### src/rtl/bru_issue_arbiter.sv
// Two-requester round-robin arbiter feeding a small FIFO in front of the BRU.
// Branch and jump/mret issue queues compete; the winner is buffered in grant order.
module bru_issue_arbiter #(
  parameter int PAYLOAD_WIDTH = 256,
  parameter int DEPTH         = 2
) (
  input  logic                       clk,
  input  logic                       rst,
  input  logic                       req0_valid,
  input  logic [PAYLOAD_WIDTH-1:0]   req0_data,
  output logic                       req0_pop,
  input  logic                       req1_valid,
  input  logic [PAYLOAD_WIDTH-1:0]   req1_data,
  output logic                       req1_pop,
  output logic [PAYLOAD_WIDTH-1:0]   arb_out_data,
  output logic                       arb_out_valid,
  input  logic                       arb_out_pop,
  input  logic                       flush,
  output logic [$clog2(DEPTH):0]     arb_count
);

  localparam int PW = $clog2(DEPTH);
  localparam int CW = PW + 1;

  logic [PAYLOAD_WIDTH-1:0] mem [DEPTH];
  logic [PW-1:0]            rd_ptr;
  logic [PW-1:0]            wr_ptr;
  logic [CW-1:0]            count;
  logic                     rr;

  logic                     pop_ok;
  logic                     can_accept;
  logic                     both;
  logic                     grant0;
  logic                     grant1;
  logic                     grant;
  logic [PAYLOAD_WIDTH-1:0] win_data;

  assign pop_ok     = arb_out_pop && (count != '0);
  assign can_accept = (count < CW'(DEPTH)) || pop_ok;
  assign both       = req0_valid && req1_valid;

  // Grant is suppressed by reset and flush so nothing is dequeued upstream.
  always_comb begin
    grant0 = 1'b0;
    grant1 = 1'b0;
    if (can_accept && !flush && !rst) begin
      unique case (1'b1)
        both: begin
          grant0 = !rr;
          grant1 = rr;
        end
        (req0_valid && !req1_valid): grant0 = 1'b1;
        (req1_valid && !req0_valid): grant1 = 1'b1;
        default: ;
      endcase
    end
  end

  assign grant    = grant0 || grant1;
  assign win_data = grant1 ? req1_data : req0_data;

  assign req0_pop      = grant0;
  assign req1_pop      = grant1;
  assign arb_out_valid = (count != '0);
  assign arb_out_data  = mem[rd_ptr];
  assign arb_count     = count;

  always_ff @(posedge clk) begin
    if (rst) begin
      rd_ptr <= '0;
      wr_ptr <= '0;
      count  <= '0;
      rr     <= 1'b0;
    end else if (flush) begin
      rd_ptr <= '0;
      wr_ptr <= '0;
      count  <= '0;
    end else begin
      if (grant) begin
        wr_ptr <= wr_ptr + PW'(1);
        rr     <= grant0;
      end
      if (pop_ok) begin
        rd_ptr <= rd_ptr + PW'(1);
      end
      count <= count + CW'(grant) - CW'(pop_ok);
    end
  end

  // Storage needs no reset; occupancy alone defines which entries are live.
  always_ff @(posedge clk) begin
    if (grant) begin
      mem[wr_ptr] <= win_data;
    end
  end

endmodule

### config.mk
export PLATFORM = sky130hd
export DESIGN_NAME = bru_issue_arbiter
export DESIGN_NICKNAME = d
export VERILOG_FILES = /design/src/rtl/bru_issue_arbiter.sv
export SDC_FILE = /design/constraint.sdc
export NUM_CORES = 1
export LEC_CHECK = 0
export ABC_AREA = 1
export CAP_MARGIN = 25
export CELL_PAD_IN_SITES_DETAIL_PLACEMENT = 0
export CELL_PAD_IN_SITES_GLOBAL_PLACEMENT = 1
export CORE_AREA = 3 3 303 305
export CTS_CLUSTER_DIAMETER = 120
export DETAILED_ROUTE_END_ITERATION = 10
export DIE_AREA = 0 0 306 308
export PLACE_DENSITY_LB_ADDON = 0.08
export SLEW_MARGIN = 20
export SYNTH_ARGS = -nofsm -noshare
export SYNTH_HDL_FRONTEND = slang
export SYNTH_SLANG_ARGS = --single-unit
### constraint.sdc
create_clock -name clk -period 15.2 [get_ports clk]
set_input_delay 1.52 -clock clk [delete_from_list [all_inputs] [get_ports clk]]
set_output_delay 1.52 -clock clk [all_outputs]
set_load 0.01 [all_outputs]
# After elaboration in Yosys (flattened, before gate mapping)
# Memory sizes are Yosys's and may differ from the RTL's. A register that Yosys moved wholly into a read port is not among the register bits.
# Cells that the tools add are included.
# Widths: inputs -> output; s select.
word_totals:
  register_bits: 5
  mem_bits_rw: 512
  input_bits: 518
  out_inout_bits: 261
  elab_cells: 36
  memories: 1
op_classes:
  addsub: 4
  magnitude_cmp: 1
  muxes: 9
  bitwise_logic: 1
  reduce_logical: 16
memory_table:
  columns: ["memory", "depth", "width", "rd", "rd_ports_with_merged_regs", "wr", "line_no", "source"]
  rows:
  - ["mem", 2, 256, 1, 1, 1, "25", "logic [PAYLOAD_WIDTH-1:0] mem [DEPTH];"]
op_table:
  columns: ["op", "count"]
  rows:
  - ["$mux 256", 1]
  - ["$logic_and 1x1->1", 6]
  - ["$mux 1", 6]
  - ["$logic_not 1->1", 5]
  - ["$pmux 1 s2", 2]
  - ["$add 1x1->1 const B", 2]
  - ["$add 2x1->2", 1]
  - ["$logic_or 1x1->1", 2]
  - ["$lt 2x2->1 const B", 1]
  - ["$reduce_and 2->1", 1]
  - ["$reduce_bool 2->1", 1]
  - ["$reduce_or 2->1", 1]
  - ["$sub 2x1->2", 1]
  - ["$not 1->1", 1]

# Depth between registers and ports, before layout
# Gate-level depths: netlist of the first run.
logic_depth:
  depth_word: 9
  ltp_mapped: 11

# Worst setup path before layout of the first run
# Ideal clock, no wire load.
synth_path:
  path_kind: "input -> register"
  startpoint: "input flush"
  endpoint: "memory mem[0][0] (enable)"
  setup_time_ns: 0.877
  arrival_ns: 12.594
  slack_ns: 1.729
  stages: 5
  path_buffers: 0
  cell_sequence: "nor2_4 > nand2_2 > a21oi_1 > inv_1 > nor2_1"
synth_via:
  elab_chain_len: 7
  elab_cells_between_ends: 8
synth_lines:
  columns: ["item", "line_no", "source"]
  rows:
  - ["start, declared", "18", "input logic flush,"]
  - ["$logic_not 1->1 (*)", "47", "if (can_accept && !flush && !rst) begin"]
  - ["$logic_and 1x1->1 (*) (2 in series)", "47", null]
  - ["$mux 1", "47", null]
  - ["$logic_or 1x1->1 (*)", "60", "assign grant = grant0 || grant1;"]
  - ["$mux 1 (*)", "93", "if (grant) begin"]
  - ["$mux 1 (implied by the code) (*)", "94", "mem[wr_ptr] <= win_data;"]
  - ["end, declared", "25", null]
# Mark *: on every way between the ends. The rest lies on a longest branch, timed or not.

==> impl_metrics.ini, run 1 <==
[routing]
drtIter0Drc = 727
drcViolationCount = 0
wl_per_cell_um = 22.20
ant_nets = 0
dr.pass1.iters = 4
wirelength_mm = 81.44
post_drt_via_cell_ratio = 4.190
num_vias = 15373

[sta]
finalCriticalPeriod_ns = 5.437
fin_crit_sh_pct = 35.77
report.final.setup_viol = 0
finalHoldViolations = 0
tightest_slew_ns = 1.016
report.final.slew_viol_count = 0
fin_tns_setup_ns = 0
rsz0062_at_grt = false
fmax_mhz = 183.9
max-slew-margin-rel_pct = 32.28
skew_ns = 0.01203
layout_setup_ws_ns = 9.763

[run_status]
status = finished, final reports clean

[global_route]
grt_max_degree = 135
grt_pass1_wl_mm = 113.2
antenna_found_initial = 18
groute.usage.overall_pct = 16.55
overflow = 0
grt_pass1_vias = 16202

[synthesis]
netlist_area_sq_um = 21900
syn_nets = 2182
ys_types = 20
yosysWarnings = 0
synth_top_family_by_area = simple AND/OR/NAND/NOR gates
ys_seq_elements = 518
yosys.area_share.simple_pct = 13.55
syn_inst = 1662
ys_seq_area_share_pct = 70.76
synth_mux_area_share_pct = 13.16
synth_fa_ha_area_share_pct = 0.1143
synth_compound_gate_area_share_pct = 0.1943
synth_xor_area_share_pct = 0.04000
synth_area_per_cell_sq_um = 13.18

[clock_network]
cts-root-buf = clkbuf_16
post_cts_buffers = 0
cts_max_path_buffers = 3
clock_latency_ns = 0.59
cts_tree = yes
cts_resized = 0
hold_buffers = 0
htreeDepth = 2
clk_pin_slew_worst_paths_ns = 0.06
cts.sinks = 518
numCtsBuffers = 59

[setup_path]
endpoint = arb_out_data[70]
critical_path_class = reg -> out
worst_ep_required_time_ns = 13.68
endpoint_kind = output pin
reg2reg_from = rr$_SDFFE_PP0P_
crit_path_start_kind = flip-flop
reg2reg_to = mem[0][111]$_DFFE_PP_
r2r_cells = 8
cp_max_fo = 70
reg2reg_slack_ns = 11.60
crit_arrival_ns = 3.92

[cells_and_area]
areaGrowthSynthToFinish_pct = 50.17
drive_above_1_share_pct = 14.53
fillCellCount = 8742
fin_util_pct = 36.70
nets = 2954
final_cell_mix = clkdlybuf4s50_1 (778), nand2_1 (777), edfxtp_1 (512)
final_common_cell = clkdlybuf4s50_1

[place]
dp_hpwl_mm = 59.39
place.gp.congestion = 0.7765
preCtsSetupSlack_ns = 9.632
numPortBuffers = 778

[power]
powerDensity_nw_per_um2 = 104.6
ir_drop_uv = 74.77
p_leak_nw = 11.99

[floorplan]
rows = 110
start_util_pct = 24.44
io_pins = 779
die_area_sq_um = 94250
design.core.area_sq_um = 89600
die_y_um = 308
die_width_um = 306

[min_path]
hold_path_depth = 1
worstHoldPathType = reg -> reg

[run]
drv_cap = 0
## per-layer routing
metal / track usage [%] / vias up / wire length (um)
met2: 30.90 / 521 / 43070
met1: 17.35 / 7398 / 29320
met5: 0 / - / 103
li1: - / 7319 / -
met4: 4.810 / 14 / 2193
met3: 6.043 / 121 / 6748
## critical path: stages (launching register included)
cell,delay (ns)
dfxtp_4,0.60
buf_4,0.79
buf_4,0.82
mux2_2,0.43
clkdlybuf4s50_1,0.49
## where the power goes
part | leakage [nW] | switching (mW) | internal, mW
combinational | 6.33 | 0.164 | 0.216
sequential | 4.72 | 0.0104 | 1.62
clock | 0.949 | 0.565 | 0.866
total | 12.0 | 0.739 | 2.70
## sequential cells by signal (all words and copies together) (netlist names), named ones only
signal     flops
mem          512
wr_ptr         1
rr             1
rd_ptr         1
arb_count      2
## worst min path at each step
stage,endpoint,start
finish,flip-flop,rd_ptr$_SDFFE_PP0P_
detailed placement,flip-flop,rd_ptr$_SDFFE_PP0P_
global route,flip-flop,rd_ptr$_SDFFE_PP0P_
global placement,flip-flop,rd_ptr$_SDFFE_PP0P_
CTS,flip-flop,rd_ptr$_SDFFE_PP0P_
floorplan,flip-flop,rd_ptr$_SDFFE_PP0P_
## synthesized netlist by cell type
cell type  number  share of area, %
buf_4           6              0.21
nand2_1       777                13
edfxtp_1      512                70
inv_1           7              0.12
nor3b_1         1             0.034
buf_6           3              0.15
o21ai_0         2             0.046
ha_1            2              0.11
buf_1           2             0.034
inv_2           1             0.017
nand2_2         1             0.029
a21oi_1         5              0.11
buf_2          69               1.6
clkbuf_1        4             0.069
mux2_2        256                13
nor2_4          2              0.10
nor2_1          4             0.069
dfxtp_1         6              0.55
xnor2_1         1             0.040
o21bai_1        1             0.034
## logic make-up after synthesis
kind of cell               after synthesis
buffers and inverters                   92
muxes                                  256
and+or+nand+nor                        785
adders and majority gates                2
AOI/OAI and AO/OA                        8
xor gates and xnor gates                 1
DFF                                    518
## layout make-up
type / instances / area, sq um / share of cell area [%]
antenna: 9 / 22.52 / 0.06849
clock buffer: 78 / 1590 / 4.836
clock inverter: 33 / 355.3 / 1.081
inverter: 8 / 45.04 / 0.1370
multi-input combinational: 1052 / 5934 / 18.05
sequential: 518 / 15500 / 47.13
tap: 1176 / 1471 / 4.474
timing repair buffer: 795 / 7968 / 24.23
## stage by stage
stage                     cell area (sq um)  hold slack (ns)  power [mW]  cells
after floorplan                       21900           0.4255       1.796   1662
after global placement                30860           0.4492       2.046   3547
after detailed placement              30890           0.4360       2.048   3548
after CTS                             32840           0.4430       3.507   3659
after global routing                  32870           0.4836       3.588   3664
final                                 32890           0.4434       3.441   3669
(Power assumes the default switching activity.)
==> inputs of run 2 (changes only) <==
==> constraint.sdc (replaced) <==
create_clock -name clk -period 5.4 [get_ports clk]
set_input_delay 0.54 -clock clk [delete_from_list [all_inputs] [get_ports clk]]
set_output_delay 0.54 -clock clk [all_outputs]
set_load 0.01 [all_outputs]
==> impl_metrics.ini, run 2 (synthesis results as in run 1) <==
[sta]
finalHoldViolations = 0
report.final.slew_viol_count = 0
timing.hold.ws_ns = 0.4525
fmax_mhz = 296.8
rsz0062_at_grt = false
max-slew-margin-rel_pct = 34.30
fin_crit_sh_pct = 62.40
report.final.setup_viol = 0
finalCriticalPeriod_ns = 3.370
skew_ns = 0.04089
fin_tns_setup_ns = 0
tightest_slew_ns = 0.9856

[routing]
drtIter0Drc = 796
post_drt_via_cell_ratio = 4.168
ant_nets = 0
num_vias = 15288
drcViolationCount = 0
wl_per_cell_um = 20.92
wirelength_mm = 76.72
dr.pass1.iters = 5

[power]
clock_power_share_pct = 39.9
intPower_mw = 7.317
pwr-share-seq_pct = 48.7
p_leak_nw = 11.97
ir_drop_uv = 216.6
p_switching_mw = 2.093
power_frac_comb_pct = 11.4
powerDensity_nw_per_um2 = 286.1
netSwitchingFraction_pct = 22.24

[floorplan]
die_y_um = 308
rows = 110
die_width_um = 306
io_pins = 779
design.core.area_sq_um = 89600
start_util_pct = 24.44
die_area_sq_um = 94250

[cells_and_area]
ff_latch_area_sq_um = 15500
areaGrowthSynthToFinish_pct = 50.17
fin_cells = 3668
drive_above_1_share_pct = 14.77
final_common_cell = clkdlybuf4s50_1
regMostFlops = mem
nets = 2959
final_cell_mix = clkdlybuf4s50_1 (778), nand2_1 (777), edfxtp_1 (512)
largest_reg_flops = 512
fillCellCount = 8713
multiInputGateArea_sq_um = 5934

[setup_path]
critical_path_class = reg -> out
path_buf_inv = 3
cp_slowest_cell = dfxtp_4
worst_ep_required_time_ns = 4.86
crit_arrival_ns = 2.83
cp_top_family = buffers and inverters
endpoint_kind = output pin
worstPathCellList = buf_16, buf_4, mux2_2, clkdlybuf4s50_1
crit_path_start_kind = flip-flop
cp_max_fo = 47
slowest_delay_ns = 0.54

[global_route]
use_met1_pct = 16.53
grt-busiest-layer = met2
met2_usage_pct = 28.80
use_met3_pct = 6.043
grt_pass1_wl_mm = 108.7
groute.usage.overall_pct = 15.68
overflow = 0
antenna_found_initial = 17
grt_pass1_vias = 16177
grt_max_degree = 144

[min_path]
worstHoldPathType = reg -> reg

[place]
numPortBuffers = 778
dp_cells = 3551
dp_hpwl_mm = 55.65
place.gp.congestion = 0.7921

[clock_network]
cts-root-buf = clkbuf_16
cts.sinks = 518
post_cts_buffers = 0
numCtsBuffers = 60
clk_pin_slew_worst_paths_ns = 0.06
cts_tree = yes
cts_resized = 0
clock_latency_ns = 0.63
htreeDepth = 2
cts_max_path_buffers = 3
hold_buffers = 0

[run_status]
status = finished, final reports clean

[run]
drv_cap = 0
-- run 2: changes by cell type in the layout (fill, tap and decap cells not counted), moves of 3 or more --
| cell | delta |
|---|---|
| clkinv_8 | +3 |
| clkinv_1 | -5 |
| buf_12 | +8 |
| buf_4 | -4 |
| bufinv_16 | -7 |
| clkbuf_8 | +4 |
-- run 2: metal layers --
metal | vias up | share of wire [%]
met5 | - | 0.14
met4 | 16 | 2.9
met3 | 109 | 8.9
met2 | 507 | 52
met1 | 7335 | 36
li1 | 7321 | -
-- run 2: area by class of cell --
class / count / area share [%]
sequential: 518 / 47.13
timing repair buffer: 799 / 24.63
multi-input combinational: 1052 / 18.05
clock buffer: 81 / 4.927
tap: 1176 / 4.475
clock inverter: 27 / 0.6164
inverter: 8 / 0.1256
antenna: 7 / 0.05327
-- run 2: final timing paths --
path,startpoint,to,slack [ns],cells after the start
worst max-delay path,flip-flop,arb_out_data[179],2.03,4
worst min-delay path,rd_ptr$_SDFFE_PP0P_,flip-flop,0.45,1
worst max register to register,rr$_SDFFE_PP0P_,mem[1][174]$_DFFE_PP_,3.06,7
worst min register to register,rd_ptr$_SDFFE_PP0P_,flip-flop,0.45,1
-- run 2: power by group through the flow --
stage	logic [mW]	registers [mW]	clock network (mW)
global route	1.17	4.59	4.07
detailed placement	1.09	4.67	0
floorplan	0.358	4.67	0
global placement	1.09	4.67	0
finish	1.07	4.58	3.75
CTS	1.10	4.59	3.91
-- run 2: through the flow --
step / total power, mW / area, sq um / util, % / setup WS, ns
after global routing: 9.831 / 32870 / 36.69 / 1.868
after global placement: 5.754 / 30990 / 34.59 / 2.279
final: 9.409 / 32880 / 36.70 / 2.030
after floorplan: 5.028 / 21910 / - / 0.1561
after detailed placement: 5.763 / 30990 / 34.59 / 2.307
after CTS: 9.597 / 32810 / 36.62 / 1.631
==> inputs of run 3 (changes only) <==
==> constraint.sdc (replaced) <==
create_clock -name clk -period 3.2 [get_ports clk]
set_input_delay 0.32 -clock clk [delete_from_list [all_inputs] [get_ports clk]]
set_output_delay 0.32 -clock clk [all_outputs]
set_load 0.01 [all_outputs]
==> impl_metrics.ini, run 3 (synthesis results as in run 1) <==
[clock_network]
clock_latency_ns = 0.60
cts_tree = yes
hold_buffers = 0
post_cts_buffers = 0
cts.sinks = 518
clk_pin_slew_worst_paths_ns = 0.06
cts-root-buf = clkbuf_16
cts_max_path_buffers = 3
numCtsBuffers = 60
cts_resized = 0
htreeDepth = 2

[place]
place.gp.congestion = 0.7950
numPortBuffers = 778
placed_area_sq_um = 31280
dp_cells = 3579
dp_hpwl_mm = 57.80

[cells_and_area]
areaGrowthSynthToFinish_pct = 52.02
drive_above_1_share_pct = 15.90
post-route-cell-area_sq_um = 33290
final_common_cell = clkdlybuf4s50_1
fillCellCount = 8700
final_cell_mix = clkdlybuf4s50_1 (778), nand2_1 (776), edfxtp_1 (512)
regMostFlops = mem
fin_cells = 3698
largest_reg_flops = 512
fin_util_pct = 37.16
nets = 2985

[routing]
post_drt_via_cell_ratio = 4.164
wl_per_cell_um = 20.97
num_vias = 15399
dr.pass1.iters = 5
wirelength_mm = 77.54
ant_nets = 0
drtIter0Drc = 720
drcViolationCount = 0

[floorplan]
die_y_um = 308
die_area_sq_um = 94250
io_pins = 779
design.core.area_sq_um = 89600
die_width_um = 306
rows = 110
start_util_pct = 24.44

[sta]
tightest_slew_ns = 0.7348
report.final.slew_viol_count = 0
report.final.setup_viol = 0
fin_crit_sh_pct = 91.25
max-slew-margin-rel_pct = 51.02
skew_ns = 0.01264
finalCriticalPeriod_ns = 2.920
finalHoldViolations = 0
timing.hold.ws_ns = 0.3863
rsz0062_at_grt = false
fmax_mhz = 342.5

[setup_path]
slowest_delay_ns = 0.63
reg2reg_slack_ns = 1.19
reg2reg_from = arb_count[1]$_SDFF_PP0_
cp_slowest_cell = clkdlybuf4s50_1
reg2reg_to = mem[0][186]$_DFFE_PP_
worst_ep_required_time_ns = 2.88
crit_arrival_ns = 2.60
r2r_cells = 7
crit_path_frequent_cell = buf_12
cp_max_fo = 40
crit_path_start_kind = flip-flop
critical_path_class = reg -> out
endpoint = arb_out_data[100]
endpoint_kind = output pin
worstPathCellList = buf_12, buf_12, mux2_2, clkdlybuf4s50_1

[global_route]
antenna_found_initial = 11
overflow = 0
grt_max_degree = 109
groute.usage.overall_pct = 15.76
grt_pass1_wl_mm = 109.3
grt_pass1_vias = 16180

[run]
drv_cap = 0

[power]
ir_drop_uv = 346.6
p_leak_nw = 12.20
powerDensity_nw_per_um2 = 494.9

[run_status]
status = finished, final reports clean

[min_path]
worstHoldPathType = in -> reg
hold_start = req0_data[112]
==> run 3: routing by layer <==
layer,global-route usage [%],vias to the layer above,wire (um)
met5,0,-,13
met4,3.386,2,1221
met3,5.823,76,6835
met2,29.12,514,40520
met1,17.22,7428,28950
li1,-,7379,-
==> run 3: critical path, delay by kind of cell, from the launching register on <==
kind | cells | cell delay, ns
flops | 1 | 0.45
buf+inv | 3 | 1.12
mux | 1 | 0.37
==> run 3: power breakdown <==
group / total [mW] / switching (mW) / internal, mW
registers: 7.73 / 0.0326 / 7.69
clock network: 6.90 / 2.70 / 4.20
logic: 1.85 / 0.799 / 1.05
total: 16.5 / 3.53 / 12.9
==> run 3: final cells by class <==
type	instances	area, sq um	area share [%]
Timing Repair Buffer	825	8328	25.02
Antenna cell	7	17.52	0.05262
Clock buffer	74	1575	4.732
Clock inverter	38	416.7	1.252
Multi-Input combinational cell	1052	5941	17.84
Inverter	8	41.29	0.1240
Tap cell	1176	1471	4.420
Sequential cell	518	15500	46.56
==> run 3: worst min path at each step <==
stage	endpoint	slack (ns)	cells past startpoint
after global placement	rd_ptr$_SDFFE_PP0P_	0.45	1
final	mem[0][112]$_DFFE_PP_	0.39	3
after CTS	mem[0][197]$_DFFE_PP_	0.33	3
after global routing	arb_count[0]$_SDFF_PP0_	0.34	2
after detailed placement	rd_ptr$_SDFFE_PP0P_	0.45	1
after floorplan	arb_count[0]$_SDFF_PP0_	0.40	1
==> run 3: stage by stage <==
step | total power [mW] | TNS [ns] | setup WS, ns
floorplan | 8.486 | -883.34 | -1.745
global placement | 9.737 | 0 | 0.6272
detailed placement | 9.751 | 0 | 0.5829
CTS | 16.80 | 0 | 0.1590
global route | 17.16 | 0 | 0.1445
finish | 16.47 | 0 | 0.2800
